==> src/rtl/rhd_packetizer.sv <==
// RHD sample-frame packetizer: wraps cfg_batch input frames with a magic/timestamp header into one AXIS packet.
// Define RHD_PKT_CHECKSUM_EN to append a modulo-2^32 data checksum word carrying tlast.
//
// state    | meaning
// IDLE     | waiting for enable and input data; latches batch on exit
// MAGIC_LO | emitting MAGIC[31:0]
// MAGIC_HI | emitting MAGIC[63:32]
// TSTAMP   | emitting frame timestamp
// DATA     | forwarding / padding frame words
// CHECKSUM | emitting data checksum (RHD_PKT_CHECKSUM_EN only)
module rhd_packetizer #(
  parameter int          FRAME_WORDS = 16,
  parameter logic [63:0] MAGIC       = 64'hC691_1999_2702_1942,
  parameter int          BATCH_W     = 8
) (
  input  logic               clk_dma,
  input  logic               rst_dma,
  input  logic               cfg_enable,
  input  logic [BATCH_W-1:0] cfg_batch,
  input  logic [31:0]        s_axis_tdata,
  input  logic               s_axis_tvalid,
  output logic               s_axis_tready,
  input  logic               s_axis_tlast,
  output logic [31:0]        m_axis_tdata,
  output logic               m_axis_tvalid,
  input  logic               m_axis_tready,
  output logic               m_axis_tlast,
  output logic [31:0]        stat_pkt_count,
  output logic               stat_frame_err
);

  localparam int                WORD_W    = (FRAME_WORDS > 1) ? $clog2(FRAME_WORDS) : 1;
  localparam logic [WORD_W-1:0] LAST_WORD = WORD_W'(FRAME_WORDS - 1);

  localparam logic [2:0] IDLE     = 3'd0;
  localparam logic [2:0] MAGIC_LO = 3'd1;
  localparam logic [2:0] MAGIC_HI = 3'd2;
  localparam logic [2:0] TSTAMP   = 3'd3;
  localparam logic [2:0] DATA     = 3'd4;
  localparam logic [2:0] CHECKSUM = 3'd5;

  logic [2:0]         state;
  logic [BATCH_W-1:0] batch;
  logic [BATCH_W-1:0] batch_next;
  logic [WORD_W-1:0]  word_cnt;
  logic [BATCH_W-1:0] frame_cnt;
  logic               padding;
  logic               discard;
  logic [31:0]        tstamp;

  logic               load;
  logic               in_hs;
  logic               fwd;
  logic               emit_data;
  logic               last_word;
  logic               last_frame;
  logic               early_last;
  logic               missing_last;
  logic               ts_inc;
  logic               pkt_done;
  logic [31:0]        data_word;

`ifdef RHD_PKT_CHECKSUM_EN
  logic [31:0]        sum;
`endif

  assign load = !m_axis_tvalid || m_axis_tready;

  // Words after a missing tlast are swallowed even while the output stalls or the FSM sits in IDLE,
  // so resynchronisation never waits on the DMA.
  assign s_axis_tready = discard || ((state == DATA) && load && !padding);

  assign in_hs        = s_axis_tvalid && s_axis_tready;
  assign fwd          = in_hs && !discard;
  assign emit_data    = (state == DATA) && load && (padding || fwd);
  assign last_word    = (word_cnt == LAST_WORD);
  assign last_frame   = (frame_cnt == (batch - BATCH_W'(1)));
  assign early_last   = fwd && s_axis_tlast && !last_word;
  assign missing_last = fwd && !s_axis_tlast && last_word;
  assign data_word    = padding ? 32'h0 : s_axis_tdata;
  assign batch_next   = (cfg_batch == '0) ? BATCH_W'(1) : cfg_batch;
  assign pkt_done     = m_axis_tvalid && m_axis_tready && m_axis_tlast;

  // One increment per input frame: at its aligned tlast, at the end of padding, or at the tlast ending a discard.
  assign ts_inc = (fwd && s_axis_tlast && last_word)
               || (emit_data && padding && last_word)
               || (in_hs && discard && s_axis_tlast);

  always_ff @(posedge clk_dma) begin
    if (rst_dma) begin
      state          <= IDLE;
      batch          <= '0;
      word_cnt       <= '0;
      frame_cnt      <= '0;
      padding        <= 1'b0;
      discard        <= 1'b0;
      tstamp         <= '0;
      m_axis_tdata   <= '0;
      m_axis_tvalid  <= 1'b0;
      m_axis_tlast   <= 1'b0;
      stat_pkt_count <= '0;
      stat_frame_err <= 1'b0;
`ifdef RHD_PKT_CHECKSUM_EN
      sum            <= '0;
`endif
    end else begin
      stat_frame_err <= early_last || missing_last;

      if (pkt_done)
        stat_pkt_count <= stat_pkt_count + 32'd1;

      if (ts_inc)
        tstamp <= tstamp + 32'd1;

      if (early_last)
        padding <= 1'b1;
      else if (emit_data && padding && last_word)
        padding <= 1'b0;

      if (missing_last)
        discard <= 1'b1;
      else if (in_hs && discard && s_axis_tlast)
        discard <= 1'b0;

      if (load) begin
        m_axis_tvalid <= 1'b0;
        m_axis_tlast  <= 1'b0;
      end

      case (state)
        IDLE: begin
          if (cfg_enable && s_axis_tvalid && !discard) begin
            state     <= MAGIC_LO;
            batch     <= batch_next;
            word_cnt  <= '0;
            frame_cnt <= '0;
`ifdef RHD_PKT_CHECKSUM_EN
            sum       <= '0;
`endif
          end
        end

        MAGIC_LO: begin
          if (load) begin
            m_axis_tdata  <= MAGIC[31:0];
            m_axis_tvalid <= 1'b1;
            state         <= MAGIC_HI;
          end
        end

        MAGIC_HI: begin
          if (load) begin
            m_axis_tdata  <= MAGIC[63:32];
            m_axis_tvalid <= 1'b1;
            state         <= TSTAMP;
          end
        end

        TSTAMP: begin
          if (load) begin
            m_axis_tdata  <= tstamp;
            m_axis_tvalid <= 1'b1;
            state         <= DATA;
          end
        end

        DATA: begin
          if (emit_data) begin
            m_axis_tdata  <= data_word;
            m_axis_tvalid <= 1'b1;
`ifdef RHD_PKT_CHECKSUM_EN
            sum           <= sum + data_word;
`endif
            if (last_word) begin
              word_cnt <= '0;
              if (last_frame) begin
                frame_cnt <= '0;
`ifdef RHD_PKT_CHECKSUM_EN
                state     <= CHECKSUM;
`else
                state        <= IDLE;
                m_axis_tlast <= 1'b1;
`endif
              end else begin
                frame_cnt <= frame_cnt + BATCH_W'(1);
              end
            end else begin
              word_cnt <= word_cnt + WORD_W'(1);
            end
          end
        end

`ifdef RHD_PKT_CHECKSUM_EN
        CHECKSUM: begin
          if (load) begin
            m_axis_tdata  <= sum;
            m_axis_tvalid <= 1'b1;
            m_axis_tlast  <= 1'b1;
            state         <= IDLE;
          end
        end
`endif

        default: state <= IDLE;
      endcase
    end
  end

endmodule
==> config.mk <==
export PLATFORM = sky130hd
export DESIGN_NAME = rhd_packetizer
export DESIGN_NICKNAME = d
export VERILOG_FILES = /design/src/rtl/rhd_packetizer.sv
export SDC_FILE = /design/constraint.sdc
export NUM_CORES = 1
export LEC_CHECK = 0
export CORE_AREA = 2 2 125 127
export CTS_CLUSTER_SIZE = 20
export DETAILED_ROUTE_END_ITERATION = 10
export DIE_AREA = 0 0 127 129
export HOLD_SLACK_MARGIN = 0.15
export SLEW_MARGIN = 20
export SYNTH_ARGS = -nofsm -noshare
export SYNTH_HDL_FRONTEND = slang
export SYNTH_SLANG_ARGS = --single-unit
==> constraint.sdc <==
create_clock -name clk_dma -period 7.49 [get_ports clk_dma]
set_clock_uncertainty 0.15 [all_clocks]
set_input_delay 1.498 -clock clk_dma [delete_from_list [all_inputs] [get_ports clk_dma]]
set_output_delay 1.498 -clock clk_dma [all_outputs]
set_load 0.01 [all_outputs]
==> results.toml <==
[worst_setup_path]
slowest_delay_ps = 520
crit_buf_inv = 2
crit_top_cell = "clkdlybuf4s50_1"
crit_chain = "clkdlybuf4s50_1 > nand2b_1 > nand2_1 > nor2_1 > or2_2 > clkdlybuf4s50_1"
path_delay_family = "buffers and inverters"
crit_arrival_ps = 3210
cp.required_ps = 5840
crit_type = "in2out"
critPathMaxFanout = 8
endpoint_kind = "output port"
worstSetupStartpointType = "input port"
slowest_stage = "clkdlybuf4s50_1"

[global_routing]
grt_usage_pct = 19.3
grt_max_degree = 81
overflow = 0
grt_pass1_vias = 5191
antenna_found_initial = 0
grt_pass1_wl_um = 25600

[die]
fp.coreArea_mm2 = 0.0150
num_rows = 45
start_util_pct = 39.5
fp.dieH_um = 129
die_w_um = 127
dieArea_mm2 = 0.0164
io_pins = 114

[placement]
dpl.cell_count = 962
portBuffers = 113
dp_slack_ps = 2630
finalWeightedCongestion = 0.796
dp_hpwl_um = 10900
placed_area_mm2 = 0.00715

[logic_synthesis]
synth.avg_cell_area_um2 = 8.46
yosys_most_used_dff = "dfxtp_1"
syn_area_mm2 = 0.00592
syn_nets = 750
synth_edf_count = 0
synth-seq-cells = 124
synthCells = 699
async_flop_share_pct = 0
yosysWarnings = 0
ys_seq_area_share_pct = 42.0
synth.distinct_cells = 55

[power_and_ir_drop]
p_seq_share_pct = 38.7
peakVddDrop_v = 0.000153
p_per_area_mw_per_mm2 = 280
combPwrFrac_pct = 27.9
p_leak_uw = 0.00256
switching_share_pct = 30.3
p_int_uw = 1500
p_clk_share_pct = 33.3
switching_power_uw = 650

[clock_network]
ctsResizeCount = 0
clock_latency_ps = 410
h-tree-depth = 4
cts-root-buf = "clkbuf_16"
cts_tree = "yes"
path_clk_slew_ps = 50
cts_buffer_depth = 2
cts_setup_buffers = 0
hold_buffers = 0
cts_sinks = 124
cts_inserted_buffers = 17

[sta]
fin_ws_ps = 2630
fin_setup_tns_ps = 0
rsz0062_at_grt = "no"
slew_headroom_pct = 28.6
setup_violations = 0
final_max_slew_viol_count = 0
finalHoldViolCount = 0
period_share_pct = 64.9
worstMarginPinSlew_ps = 1070
fin_crit_ps = 4860
fmax_mhz = 206

[flow_run]
maxCapViolations = 0

[final_layout]
utilization_pct = 51.2
area_growth_pct = 29.5
finalNonFillerCells = 990
fill_cells = 1402
fin_nets = 844
layout-drive-gt1-share_pct = 5.24
final_cell_area_mm2 = 0.00766
n_antenna_cell = 0

[routing]
viasPerCell = 5.58
postRouteAntennaNets = 0
routedWlPerCell_um = 15.9
drt-pass1-iter-count = 5
dr_total_vias = 5522
drc = 0
routed_wl_um = 15700
drt_iter0_drc = 316

[worst_hold_path]
hp-class = "reg2reg"

[outcome]
status = "completed"
[placed cells by master, fill, tap and decap left out, types with 17 or more instances in the layout]
cell,n
a211oi_1,17
a21oi_1,37
clkbuf_16,17
clkdlybuf4s50_1,112
dfxtp_1,124
nand2_1,52
nand3_1,30
nand4_1,31
nor2_1,89
nor3_1,22
o21ai_0,26
xnor2_1,25
xor2_1,40
[power groups by stage]
stage,logic (uW),registers (uW),clock network [uW]
finish,599,831,715
global route,662,843,754
CTS,605,832,728
detailed placement,601,845,0
global placement,592,842,0
floorplan,299,865,0
[per-layer routing]
| layer | up-vias | global-route usage, % | routed length [um] |
|---|---|---|---|
| met5 | - | 0 | 0 |
| met4 | 0 | 6.14 | 184 |
| met2 | 146 | 30.2 | 7100 |
| met3 | 19 | 5.28 | 932 |
| li1 | 2725 | - | - |
| met1 | 2632 | 26.0 | 7480 |
[worst register-to-register path: cells and delay by family (launching register included)]
family | cells | cell delay [ps]
AND/OR/NAND/NOR | 3 | 1600
AO/OA/AOI/OAI | 2 | 1160
flip-flops | 1 | 470
[per-stage QoR]
step	hold WS, ps	power [uW]
6_report	336	2150
5_1_grt	363	2260
4_1_cts	338	2160
3_5_place_dp	328	1450
3_3_place_gp	316	1430
2_1_floorplan	293	1160
[synth_stat cells, types with 2 or more instances]
cell,instances,area (um^2)
a22oi_1,13,97.6
or2_2,3,18.8
mux2i_1,3,30.0
xnor2_1,25,219
nand3_1,30,150
buf_2,4,20.0
or4_1,12,90.1
or4b_1,3,30.0
a311oi_1,9,78.8
nand4_1,31,194
a21oi_1,38,190
nor2b_1,8,50.1
o221ai_1,6,52.6
dfxtp_1,124,2480
or3_1,6,37.5
clkbuf_1,36,135
o41ai_1,3,26.3
nor3b_1,2,15.0
nor4_1,8,50.1
o31ai_1,9,67.6
and3b_1,2,17.5
ha_1,5,62.6
and2_1,8,50.1
inv_1,11,41.3
nand3_2,2,20.0
o21a_1,2,15.0
nand2_1,52,195
and3_1,13,81.3
nand4b_1,3,26.3
nand2b_1,5,31.3
nor3_1,22,110
a211oi_1,17,128
buf_4,2,15.0
and4_1,4,35.0
nor2_1,89,334
o21ai_0,26,130
a21boi_0,2,15.0
xor2_1,40,350
a221oi_1,5,43.8
[logic make-up (layout without fill, tap and decap cells)]
family	Yosys count	in the layout	synth area share [%]
buf+inv	54	157	3.64
xor+xnor	65	65	9.62
simple gates	309	309	26.9
fa+ha+maj	5	5	1.06
flops	124	124	42.0
compound gates	139	139	16.3
mux	3	3	0.508
[final cells by class]
type	count	area (um^2)	area share, %
flip-flops and latches	124	2480	32.4
repair buffers	118	1170	15.2
multi-input cells	521	3240	42.2
clock inverters	3	15.0	0.196
well taps	188	235	3.07
inverters	11	41.3	0.539
clock buffers	25	485	6.34
[state kept, by name, indices dropped and copies added, names as in the netlist]
register / cells
state: 3
m_axis_tlast: 1
stat_frame_err: 1
word_cnt: 4
frame_cnt: 8
m_axis_tdata: 32
m_axis_tvalid: 1
batch: 8
tstamp: 32
discard: 1
padding: 1
stat_pkt_count: 32
[path summary, 6_finish.rpt]
path	start	end	slack (ps)	depth (start not counted)
worst min register to register	batch[1]$_SDFFE_PP0P_	batch[1]$_SDFFE_PP0P_	340	2
worst min-delay path	batch[1]$_SDFFE_PP0P_	batch[1]$_SDFFE_PP0P_	340	2
worst max-delay path	m_axis_tready	s_axis_tready	2630	6
worst max register to register	state[2]$_SDFFE_PP0P_	tstamp[19]$_SDFFE_PP0P_	4030	5
Power figures use the tool's default switching activity.
